[config.mk]
export PLATFORM = sky130hd
export DESIGN_NAME = xc_malu_a2b_flat
export DESIGN_NICKNAME = d
export VERILOG_FILES = /design/src/rtl/xc_malu_pkg.sv /design/src/rtl/xc_malu_a2b_if.sv /design/src/rtl/xc_malu_isw_and.sv /design/src/rtl/xc_malu_a2b.sv /design/src/flat_wrapper.sv
export SDC_FILE = /design/constraint.sdc
export NUM_CORES = 1
export LEC_CHECK = 0
export ABC_AREA = 1
export BUFFER_PORTS_ARGS = -buffer_cell sky130_fd_sc_hd__buf_2
export CAP_MARGIN = 20
export CORE_MARGIN = 3
export CORE_UTILIZATION = 40
export CTS_CLUSTER_SIZE = 30
export DETAILED_ROUTE_END_ITERATION = 6
export GPL_TIMING_DRIVEN = 0
export PLACE_DENSITY_LB_ADDON = 0.2
export SETUP_SLACK_MARGIN = 0.4
export SYNTH_ARGS = -nofsm -noshare
export SYNTH_HDL_FRONTEND = slang
export SYNTH_HIERARCHICAL = 1
export SYNTH_SLANG_ARGS = --single-unit
[constraint.sdc]
create_clock -name g_clk -period 8.6 [get_ports g_clk]
set_clock_uncertainty 0.2 [all_clocks]
set_input_delay 1.72 -clock g_clk [delete_from_list [all_inputs] [get_ports g_clk]]
set_output_delay 1.72 -clock g_clk [all_outputs]
set_load 0.02 [all_outputs]
[src/rtl/xc_malu_pkg.sv]
// Shared types and constants for the masked ALU datapath.
package xc_malu_pkg;

  typedef enum logic [1:0] {
    A2B_IDLE = 2'd0,
    A2B_LOAD = 2'd1,
    A2B_RUN  = 2'd2,
    A2B_DONE = 2'd3
  } a2b_state_e;

  localparam int unsigned XC_A2B_LATENCY = 34;
  localparam int unsigned XC_A2B_CNT_W   = 5;

endpackage

[src/rtl/xc_malu_a2b_if.sv]
// Operand/result handshake bundle for the arithmetic-to-boolean converter.
interface xc_malu_a2b_if #(parameter int unsigned XL = 31);
  logic          flush;
  logic          in_valid;
  logic          in_ready;
  logic [XL:0]   a0;
  logic [XL:0]   a1;
  logic [XL:0]   rng;
  logic          out_valid;
  logic          out_ack;
  logic [XL:0]   b0;
  logic [XL:0]   b1;

  modport master (
    output flush, in_valid, a0, a1, rng, out_ack,
    input  in_ready, out_valid, b0, b1
  );

  modport slave (
    input  flush, in_valid, a0, a1, rng, out_ack,
    output in_ready, out_valid, b0, b1
  );
endinterface

[src/rtl/xc_malu_isw_and.sv]
// 1-bit, 2-share ISW AND gadget; term order is fixed to keep the masking sound.
module xc_malu_isw_and (
  input  logic x0,
  input  logic x1,
  input  logic y0,
  input  logic y1,
  input  logic r,
  output logic z0_c,
  output logic z1_c
);
  assign z0_c = (x0 & y0) ^ r;
  assign z1_c = (x1 & y1) ^ ((r ^ (x0 & y1)) ^ (x1 & y0));
endmodule

[src/rtl/xc_malu_a2b.sv]
// Bit-serial masked ripple-carry adder converting arithmetic shares to boolean shares.
module xc_malu_a2b
  import xc_malu_pkg::*;
#(
  parameter int unsigned XL = 31
) (
  input  logic         g_clk,
  input  logic         g_reset,
  xc_malu_a2b_if.slave bus
);

  a2b_state_e                state;
  a2b_state_e                state_nxt;
  logic [XC_A2B_CNT_W-1:0]   cnt;
  logic [XL:0]               u0, u1, v0, v1, a1_hold;
  logic [XL:0]               b0_q, b1_q;
  logic                      c0, c1;
  logic                      in_ready_q, out_valid_q;
  logic                      s0, s1, p0, p1;
  logic                      g0, g1, t0, t1;
  logic                      last_bit;
  logic                      take;

  assign last_bit = (cnt == XC_A2B_CNT_W'(XL));
  assign take     = out_valid_q & bus.out_ack;

  // Share-wise sum and propagate; each share stays in its own lane.
  assign s0 = u0[0] ^ v0[0] ^ c0;
  assign s1 = u1[0] ^ v1[0] ^ c1;
  assign p0 = u0[0] ^ v0[0];
  assign p1 = u1[0] ^ v1[0];

  xc_malu_isw_and u_and_g (
    .x0(u0[0]), .x1(u1[0]), .y0(v0[0]), .y1(v1[0]), .r(bus.rng[0]),
    .z0_c(g0), .z1_c(g1)
  );

  xc_malu_isw_and u_and_t (
    .x0(c0), .x1(c1), .y0(p0), .y1(p1), .r(bus.rng[1]),
    .z0_c(t0), .z1_c(t1)
  );

  always_ff @(posedge g_clk or posedge g_reset) begin
    if (g_reset) state <= A2B_IDLE;
    else         state <= state_nxt;
  end

  always_comb begin
    state_nxt = state;
    case (state)
      A2B_IDLE: if (bus.in_valid) state_nxt = A2B_LOAD;
      A2B_LOAD: state_nxt = A2B_RUN;
      A2B_RUN:  if (last_bit) state_nxt = A2B_DONE;
      A2B_DONE: if (take) state_nxt = A2B_IDLE;
      default:  state_nxt = A2B_IDLE;
    endcase
    if (bus.flush) state_nxt = A2B_IDLE;
  end

  // Datapath: a1 is masked one cycle after acceptance and its holding copy wiped.
  always_ff @(posedge g_clk or posedge g_reset) begin
    if (g_reset) begin
      cnt         <= '0;
      u0          <= '0;
      u1          <= '0;
      v0          <= '0;
      v1          <= '0;
      a1_hold     <= '0;
      b0_q        <= '0;
      b1_q        <= '0;
      c0          <= 1'b0;
      c1          <= 1'b0;
      in_ready_q  <= 1'b1;
      out_valid_q <= 1'b0;
    end else begin
      in_ready_q  <= (state_nxt == A2B_IDLE);
      out_valid_q <= ~bus.flush & (state == A2B_DONE) & ~take;
      if (bus.flush) begin
        cnt     <= '0;
        u0      <= '0;
        u1      <= '0;
        v0      <= '0;
        v1      <= '0;
        a1_hold <= '0;
        b0_q    <= '0;
        b1_q    <= '0;
        c0      <= 1'b0;
        c1      <= 1'b0;
      end else begin
        case (state)
          A2B_IDLE: if (bus.in_valid) begin
            u0      <= bus.a0 ^ bus.rng;
            u1      <= bus.rng;
            a1_hold <= bus.a1;
          end
          A2B_LOAD: begin
            v0      <= a1_hold ^ bus.rng;
            v1      <= bus.rng;
            a1_hold <= '0;
            c0      <= 1'b0;
            c1      <= 1'b0;
            cnt     <= '0;
          end
          A2B_RUN: begin
            b0_q <= {s0, b0_q[XL:1]};
            b1_q <= {s1, b1_q[XL:1]};
            u0   <= {1'b0, u0[XL:1]};
            u1   <= {1'b0, u1[XL:1]};
            v0   <= {1'b0, v0[XL:1]};
            v1   <= {1'b0, v1[XL:1]};
            c0   <= g0 ^ t0;
            c1   <= g1 ^ t1;
            if (!last_bit) cnt <= cnt + XC_A2B_CNT_W'(1);
          end
          A2B_DONE: if (take) begin
            cnt  <= '0;
            u0   <= '0;
            u1   <= '0;
            v0   <= '0;
            v1   <= '0;
            b0_q <= '0;
            b1_q <= '0;
            c0   <= 1'b0;
            c1   <= 1'b0;
          end
          default: ;
        endcase
      end
    end
  end

  assign bus.in_ready  = in_ready_q;
  assign bus.out_valid = out_valid_q;
  assign bus.b0        = b0_q;
  assign bus.b1        = b1_q;

endmodule

[src/flat_wrapper.sv]
// flat-port wrapper written by rule: the top's interface ports become plain ports
module xc_malu_a2b_flat import xc_malu_pkg::*;
#(
  parameter int unsigned XL = 31
)
  (g_clk, g_reset, bus_flush, bus_in_valid, bus_a0, bus_a1, bus_rng, bus_out_ack, bus_in_ready, bus_out_valid, bus_b0, bus_b1);
  xc_malu_a2b_if #(.XL(XL)) bus_i ();
  input  logic g_clk;
  input  logic g_reset;
  input wire logic [$bits(bus_i.flush)-1:0] bus_flush;
  input wire logic [$bits(bus_i.in_valid)-1:0] bus_in_valid;
  input wire logic [$bits(bus_i.a0)-1:0] bus_a0;
  input wire logic [$bits(bus_i.a1)-1:0] bus_a1;
  input wire logic [$bits(bus_i.rng)-1:0] bus_rng;
  input wire logic [$bits(bus_i.out_ack)-1:0] bus_out_ack;
  output wire logic [$bits(bus_i.in_ready)-1:0] bus_in_ready;
  output wire logic [$bits(bus_i.out_valid)-1:0] bus_out_valid;
  output wire logic [$bits(bus_i.b0)-1:0] bus_b0;
  output wire logic [$bits(bus_i.b1)-1:0] bus_b1;
  assign bus_i.flush = bus_flush;
  assign bus_i.in_valid = bus_in_valid;
  assign bus_i.a0 = bus_a0;
  assign bus_i.a1 = bus_a1;
  assign bus_i.rng = bus_rng;
  assign bus_i.out_ack = bus_out_ack;
  assign bus_in_ready = bus_i.in_ready;
  assign bus_out_valid = bus_i.out_valid;
  assign bus_b0 = bus_i.b0;
  assign bus_b1 = bus_i.b1;
  xc_malu_a2b #(.XL(XL)) u_core (.g_clk(g_clk), .g_reset(g_reset), .bus(bus_i));
endmodule
* After elaboration in Yosys (flattened, before gate mapping) *
Cells that the tools add are included.

word-level totals
  bits in registers = 235
  input bits = 101
  word-level logic and storage cells = 93

cells by class
  add/sub/neg operators = 1
  equality and inequality tests = 7
  muxes and demuxes = 32
  bitwise logic cells = 29
  reductions and logical operators = 11

operators by type and width
  operator                                                count
  one-hot mux 32 bit (3 select lines)                     4
  two-way mux 32 bit                                      11
  one-hot mux 32 bit (2 select lines)                     3
  bitwise XOR 32 bit                                      2
  two-way mux 5 bit                                       3
  one-hot mux 5 bit (3 select lines)                      1
  bitwise XOR 1 bit                                       14
  AND 1 bit                                               11
  two-way mux 2 bit                                       4
  one-hot mux 2 bit (4 select lines)                      1
  nonzero test 4 bit                                      2
  inequality test 3 bit (second input constant)           2
  one-hot mux 1 bit (3 select lines)                      2
  AND reduction 2 bit                                     3
  AND reduction 3 bit                                     2
  nonzero test 3 bit                                      2
  adder 5 x 1 -> 5 bit (second input constant)            1
  == test 5 bit (second input constant)                   1
  == test 2 bit (second input constant)                   2
  zero test 2 bit                                         2
  two-way mux 1 bit                                       3
  inequality test 3 x 2 -> 1 bit (second input constant)  1
  == test 2 x 1 -> 1 bit (second input constant)          1
  NOT 1 bit                                               2

* Longest topological paths before layout *
Gate-level depths: netlist of the first run.

  depth after elaboration = 8
  mapped depth = 11
  gate-level depth less buffers = 9

* Modules after synthesis *
Netlist of the first run, hierarchy kept.

modules (own cells, without submodules)
  module           instances  cells an instance  area each (um^2)  sequential area each (um^2)
  xc_malu_a2b      1          1,643              11,892.7          5,881.9
  xc_malu_isw_and  2          21                 87.6              0.0

* Worst setup path after synthesis of the first run *
No wires, ideal clock.

  kind = in2reg
  start point = input bus_flush
  end point = register u_core.v0[14]
  library setup time = 0.117 ns
  arrival time = 2.593 ns
  data required time = 8.283 ns
  slack = 5.690 ns
  cell stages on the path = 9
  cell sequence = buf_6 > inv_4 > nand3_2 > nand2_1 > buf_4 > inv_1 > buf_2 > nand3_1 > nand2_1

on the way
  longest elaborated chain between the ends = 2

RTL lines
  element                                                                                       line                text
  from (decl)                                                                                   flat_wrapper.sv:10  input wire logic [$bits(bus_i.flush)-1:0] bus_flush;
  inequality test 3 x 2 -> 1 bit (no source line) / nonzero test 4 bit (equally long branches)  n/a
  AND reduction 2 bit (no source line)                                                          n/a
  to (signal assigned)                                                                          xc_malu_a2b.sv:97   v0 <= a1_hold ^ bus.rng;
  to (signal assigned)                                                                          xc_malu_a2b.sv:109  v0 <= {1'b0, v0[XL:1]};
  to (decl)                                                                                     xc_malu_a2b.sv:15   logic [XL:0] u0, u1, v0, v1, a1_hold;

Parallel ways exist; a longest one is shown, timed or not.
A chain may end at the register's enable or synchronous reset.

* Final worst setup path of the first run *
  start point = register u_core.in_ready_q (netlist: u_core/bus.in_ready)
  end point = output bus_in_ready

RTL lines
  element                 line                text
  from (decl)             xc_malu_a2b.sv:18   logic in_ready_q, out_valid_q;
  from (signal assigned)  xc_malu_a2b.sv:76   in_ready_q <= (state_nxt == A2B_IDLE);
  to (decl)               flat_wrapper.sv:16  output wire logic [$bits(bus_i.in_ready)-1:0] bus_in_ready;

No word-level cell between the ends.

==> impl_metrics.tcl, run 1 <==
set metrics [dict create \
    h-tree-depth 1 \
    seq_area_frac_synth_pct 48.7 \
    dp_cells 2241 \
    post_cts_buffers 0 \
    grt_pass1_wl_mm 59.9 \
    use_met2_pct 36.2 \
    cp.arrival_ns 1.22 \
    clkLatencyLatePin_ns 0.54 \
    drt-initial-drc-count 1180 \
    required_ns 6.68 \
    synth_top_area_share_pct 48.5 \
    cts_hold_buf 0 \
    synth_area_leaders "dfrtp_1 49%, nand2_1 27%, nand3_1 5.4%" \
    cts.clk_slew.worst_paths_ns 0.06 \
    num_rows 62 \
    syn-num-nets 1792 \
    cts_root_buf "clkbuf_16" \
    pin_count 167 \
    globalRouteOverflowTotal 0 \
    dpl_cell_area_um2 13500 \
    post_cts_resized 0 \
    drt_wl_total_mm 38.3 \
    powerDensity_nw_per_um2 286 \
    stdcell_count 2289 \
    via_per_inst 5.04 \
    nNetsFinal 1994 \
    synth_top_area_cell "dfrtp_1" \
    setup_violations 0 \
    busiest_layer "met2" \
    hpwl_mm 28.1 \
    grt_use_met1_pct 32.0 \
    cts_max_path_buffers 3 \
    final_area_um2 14400 \
    power_mw 4.12 \
    routedWlPerCell_um 16.7 \
    io_buffers 165 \
    syn-mean-instance-area_um2 7.16 \
    die_w_um 180 \
    crit_chain "buf_2" \
    yosysMostFrequentCell "nand2_1" \
    die_area_um2 32300 \
    synth-seq-cells 235 \
    max_stage_delay_ns 0.53 \
    antenna_left 0 \
    critPathSlowestCell "dfstp_2" \
    synth-main-ff-cell "dfrtp_1" \
    peakVddDrop_mv 0.162 \
    pre_cts_ws_ns 5.19 \
    antenna_found_initial 0 \
    period_needed_ns 3.14 \
    hold_viol_final 0 \
    slew-limit-headroom_pct 48.3 \
    grt_pass1_vias 10800 \
    drc 0 \
    crit_path_end_kind "output pin" \
    tns_ns 0 \
    synth_common_cells "879 x nand2_1, 234 x dfrtp_1, 137 x inv_1" \
    core_um2 29200 \
    fmax_mhz 319 \
    async_flop_share_pct 100 \
    gr-usage-met3_pct 3.50 \
    cp-start-kind "register" \
    yosysWarnings 6 \
    firstDrtPassIters 5 \
    cts_sinks 235 \
    syn_area_um2 12100 \
    syn-instance-count 1685 \
    grt_max_degree 41 \
    grt_usage_pct 22.9 \
    drive_gt1_share_pct 15.6 \
    path_buf_inv 1 \
    hp-class "register to register" \
    gp_congestion 0.883 \
    worst_slack_ns 5.46 \
    dieHeight_um 180 \
    crit_family "flip-flops" \
    syn_to_final_growth_pct 19.2 \
    cts_tree "done" \
    path_class "register to output pin" \
    critPathMaxFanout 1 \
    cts_buffers 28 \
    diodes 0 \
    vias 11500 \
    max_cap_viol_count 0 \
    drv_slew 0 \
    postLayoutCoreUtil_pct 49.2 \
    finalCritPeriodShare_pct 36.5 \
    synth.distinct_cells 31 \
    hold-worst-slack_ns 0.278 \
    rsz0062_at_grt "false" \
    start_util_pct 41.3 \
    worstMarginPinSlew_ns 0.776 \
    synth_edf_count 0 \
    power_leakage_nw 7.98 \
    status "finished clean" \
]
==> cell usage in the layout (no fill, tap or decap), drive strengths merged <==
| cell | synthesis | layout |
|---|---|---|
| ha | 6 | 6 |
| dfrtp | 234 | 234 |
| a21oi | 16 | 16 |
| a31oi | 1 | 1 |
| inv | 139 | 138 |
| dfstp | 1 | 1 |
| xor2 | 18 | 18 |
| clkinvlp | 0 | 3 |
| nand3b | 1 | 1 |
| nor2 | 14 | 14 |
| nand3 | 133 | 133 |
| o21ai | 120 | 120 |
| or2 | 4 | 4 |
| clkinv | 0 | 4 |
| o22ai | 19 | 19 |
| nand2 | 881 | 881 |
| nor3 | 1 | 1 |
| clkbuf | 22 | 64 |
| nand4 | 3 | 3 |
| buf | 70 | 242 |
| xnor2 | 2 | 2 |
==> power breakdown <==
part / internal, mW / leakage [nW] / switching, mW / total (mW)
clock network: 0.655 / 0.419 / 0.463 / 1.12
logic: 0.425 / 4.43 / 0.993 / 1.42
registers: 1.40 / 3.14 / 0.183 / 1.58
==> cell type report <==
cell class	count	area (um^2)
plain buffers	92	482
clock buffers	42	825
clock inverters	6	35.0
fillers	2936	14900
inverters	139	528
multi-input cells	1219	5180
flip-flops and latches	235	5880
well taps	384	480
repair buffers	172	973
==> state kept, by name (all words and copies together) (netlist names) <==
| signal | flops |
|---|---|
| u_core/c0 | 1 |
| u_core/cnt | 5 |
| u_core/bus.b0 | 32 |
| u_core/u0 | 32 |
| u_core/v0 | 32 |
| u_core/bus.b1 | 32 |
| u_core/state | 2 |
| u_core/bus.in_ready | 1 |
| u_core/u1 | 32 |
| u_core/bus.out_valid | 1 |
| u_core/a1_hold | 32 |
| u_core/v1 | 32 |
| u_core/c1 | 1 |
==> metal layers <==
metal	vias to the layer above	part of all wire, %
met5	-	0
met3	76	6.5
li1	5611	-
met4	0	3.9
met1	5445	44
met2	397	45
==> final timing paths <==
check                               startpoint                 end  slack, ns  depth (start not counted)
max                        u_core/bus.in_ready        bus_in_ready       5.46                          1
max reg2reg                    u_core/state[1]  u_core/a1_hold[13]       6.18                          6
max in group asynchronous              g_reset   u_core/a1_hold[6]       6.14                          5
min reg2reg                      u_core/v0[16]       u_core/v0[16]       0.28                          2
min in group asynchronous              g_reset   u_core/bus.b1[24]       1.02                          2
min                              u_core/v0[16]       u_core/v0[16]       0.28                          2
==> logic make-up after synthesis <==
kind of cell | after synthesis | synth area share [%]
AND/OR/NAND/NOR | 1037 | 34.1
AO/OA/AOI/OAI | 156 | 6.71
adder cells (fa/ha/maj) | 6 | 0.622
flip-flops | 235 | 48.7
XOR/XNOR | 20 | 1.45
buffers and inverters | 231 | 8.34
Note: power is estimated with default switching activity, not from simulation.
==> inputs of run 2 (changes only) <==
==> constraint.sdc (replaced) <==
create_clock -name g_clk -period 2.57 [get_ports g_clk]
set_clock_uncertainty 0.2 [all_clocks]
set_input_delay 0.514 -clock g_clk [delete_from_list [all_inputs] [get_ports g_clk]]
set_output_delay 0.514 -clock g_clk [all_outputs]
set_load 0.02 [all_outputs]
==> impl_metrics.tcl, run 2 (synthesis gave the netlist of run 1 again) <==
set metrics [dict create \
    grt_usage_pct 23.0 \
    hpwl_mm 28.1 \
    nNetsFinal 2003 \
    worst_path_most_repeated_cell "buf_6" \
    start_util_pct 41.3 \
    num_rows 62 \
    dieHeight_um 180 \
    period_needed_ns 2.11 \
    io_buffers 165 \
    vias 11600 \
    cp-start-kind "register" \
    drt_wl_total_mm 38.5 \
    critPathMaxFanout 10 \
    via_per_inst 5.05 \
    path_class "register to register" \
    peakVddDrop_mv 0.538 \
    dp_cells 2241 \
    cts_max_path_buffers 3 \
    firstDrtPassIters 5 \
    reg2reg_slack_ns 0.46 \
    status "finished clean" \
    routedWlPerCell_um 16.8 \
    required_ns 2.80 \
    crit_family "buffers and inverters" \
    clkLatencyLatePin_ns 0.54 \
    finalCritPeriodShare_pct 82.1 \
    cts_buffers 28 \
    final_cell_mix "878 x nand2_1, 232 x dfrtp_1, 203 x buf_2, 135 x inv_1, 125 x nand3_1" \
    gp_congestion 0.883 \
    hold_viol_final 0 \
    syn_to_final_growth_pct 21.3 \
    pin_count 167 \
    powerDensity_nw_per_um2 957 \
    antenna_found_initial 0 \
    path_buf_inv 4 \
    crit_path_end_kind "register" \
    core_um2 29200 \
    crit_chain "ha_1 > buf_6 > nor2_2 > buf_6 > buf_6 > buf_8 > nand3_2 > nand3_1 > nand2_1" \
    globalRouteOverflowTotal 0 \
    setup_violations 0 \
    fmax_mhz 474 \
    max_stage_delay_ns 0.43 \
    stdcell_count 2298 \
    cts_root_buf "clkbuf_16" \
    worstMarginPinSlew_ns 0.626 \
    cts_sinks 235 \
    power_mw 14.0 \
    antenna_left 0 \
    cp.arrival_ns 2.34 \
    drv_slew 0 \
    critPathSlowestCell "dfrtp_1" \
    grt_pass1_vias 10800 \
    diodes 0 \
    drc 0 \
    h-tree-depth 1 \
    hp-class "input pin to register" \
    drt-initial-drc-count 1081 \
    power_leakage_nw 8.10 \
    cts.clk_slew.worst_paths_ns 0.06 \
    die_area_um2 32300 \
    max_cap_viol_count 0 \
    slew-limit-headroom_pct 58.3 \
    grt_max_degree 41 \
    mostFrequentLayoutCell "nand2_1" \
    cts_tree "done" \
    grt_pass1_wl_mm 60.2 \
    hold-worst-slack_ns 0.0231 \
    die_w_um 180 \
    drive_gt1_share_pct 17.1 \
    rsz0062_at_grt "true" \
]
run 2: cell count changes in the layout (fill, tap and decap cells not counted), sizes merged:
cell | before | now
buf | 242 | 236
clkinvlp | 3 | 4
dlygate4sd3 | 0 | 6
clkbuf | 64 | 73
inv | 138 | 137
run 2: final cells by class:
| type | instances | area (um^2) |
|---|---|---|
| clock buffers | 42 | 825 |
| well taps | 384 | 480 |
| multi-input cells | 1219 | 5250 |
| clock inverters | 6 | 35.0 |
| flip-flops and latches | 235 | 5880 |
| fillers | 2912 | 14600 |
| plain buffers | 92 | 574 |
| inverters | 139 | 532 |
| repair buffers | 181 | 1060 |
run 2: per-layer routing:
metal	track usage, %	vias to the layer above	wire (um)
li1	-	5628	-
met1	32.2	5490	17200
met2	36.3	413	17500
met3	3.35	69	2390
met4	8.48	0	1440
met5	0	-	0
run 2: repair_timing:
action                     4_1_cts  5_1_grt
buffers inserted                 0        3
hold buffers                     6        0
gates resized for setup         20       47
cloned                           0        0
hold endpoints to repair        23        0
setup endpoints to repair       67      161
run 2: per-stage QoR:
step,instance area (um^2),TNS (ns),util [%],worst slack (ns)
floorplan,12100,-286.15,-,-1.22
finish,14600,0,50.0,0.459
detailed placement,13500,0,46.2,0.126
CTS,14500,0,49.6,0.403
global placement,13400,-681.65,45.7,-2.93
global route,14600,0,50.0,0.376
run 2: worst paths after layout:
path,from,endpoint,depth (start not counted)
min in group asynchronous,g_reset,u_core/bus.b1[24],3
max in group asynchronous,g_reset,u_core/u0[8],6
max reg2reg,u_core/state[0],u_core/v0[3],9
min,bus_a1[6],u_core/a1_hold[6],3
min reg2reg,u_core/u0[25],u_core/u0[25],2
max,u_core/state[0],u_core/v0[3],9
run 2: worst min-delay path: stages:
cell,delay [ns]
buf_2,0.10
inv_1,0.04
o22ai_1,0.06
run 2: power by group:
group          switching, mW  leakage, nW  internal [mW]
clock                   1.55        0.419           2.19
sequential             0.619         3.13           4.68
combinational           3.38         4.54           1.58
total                   5.55         8.10           8.46
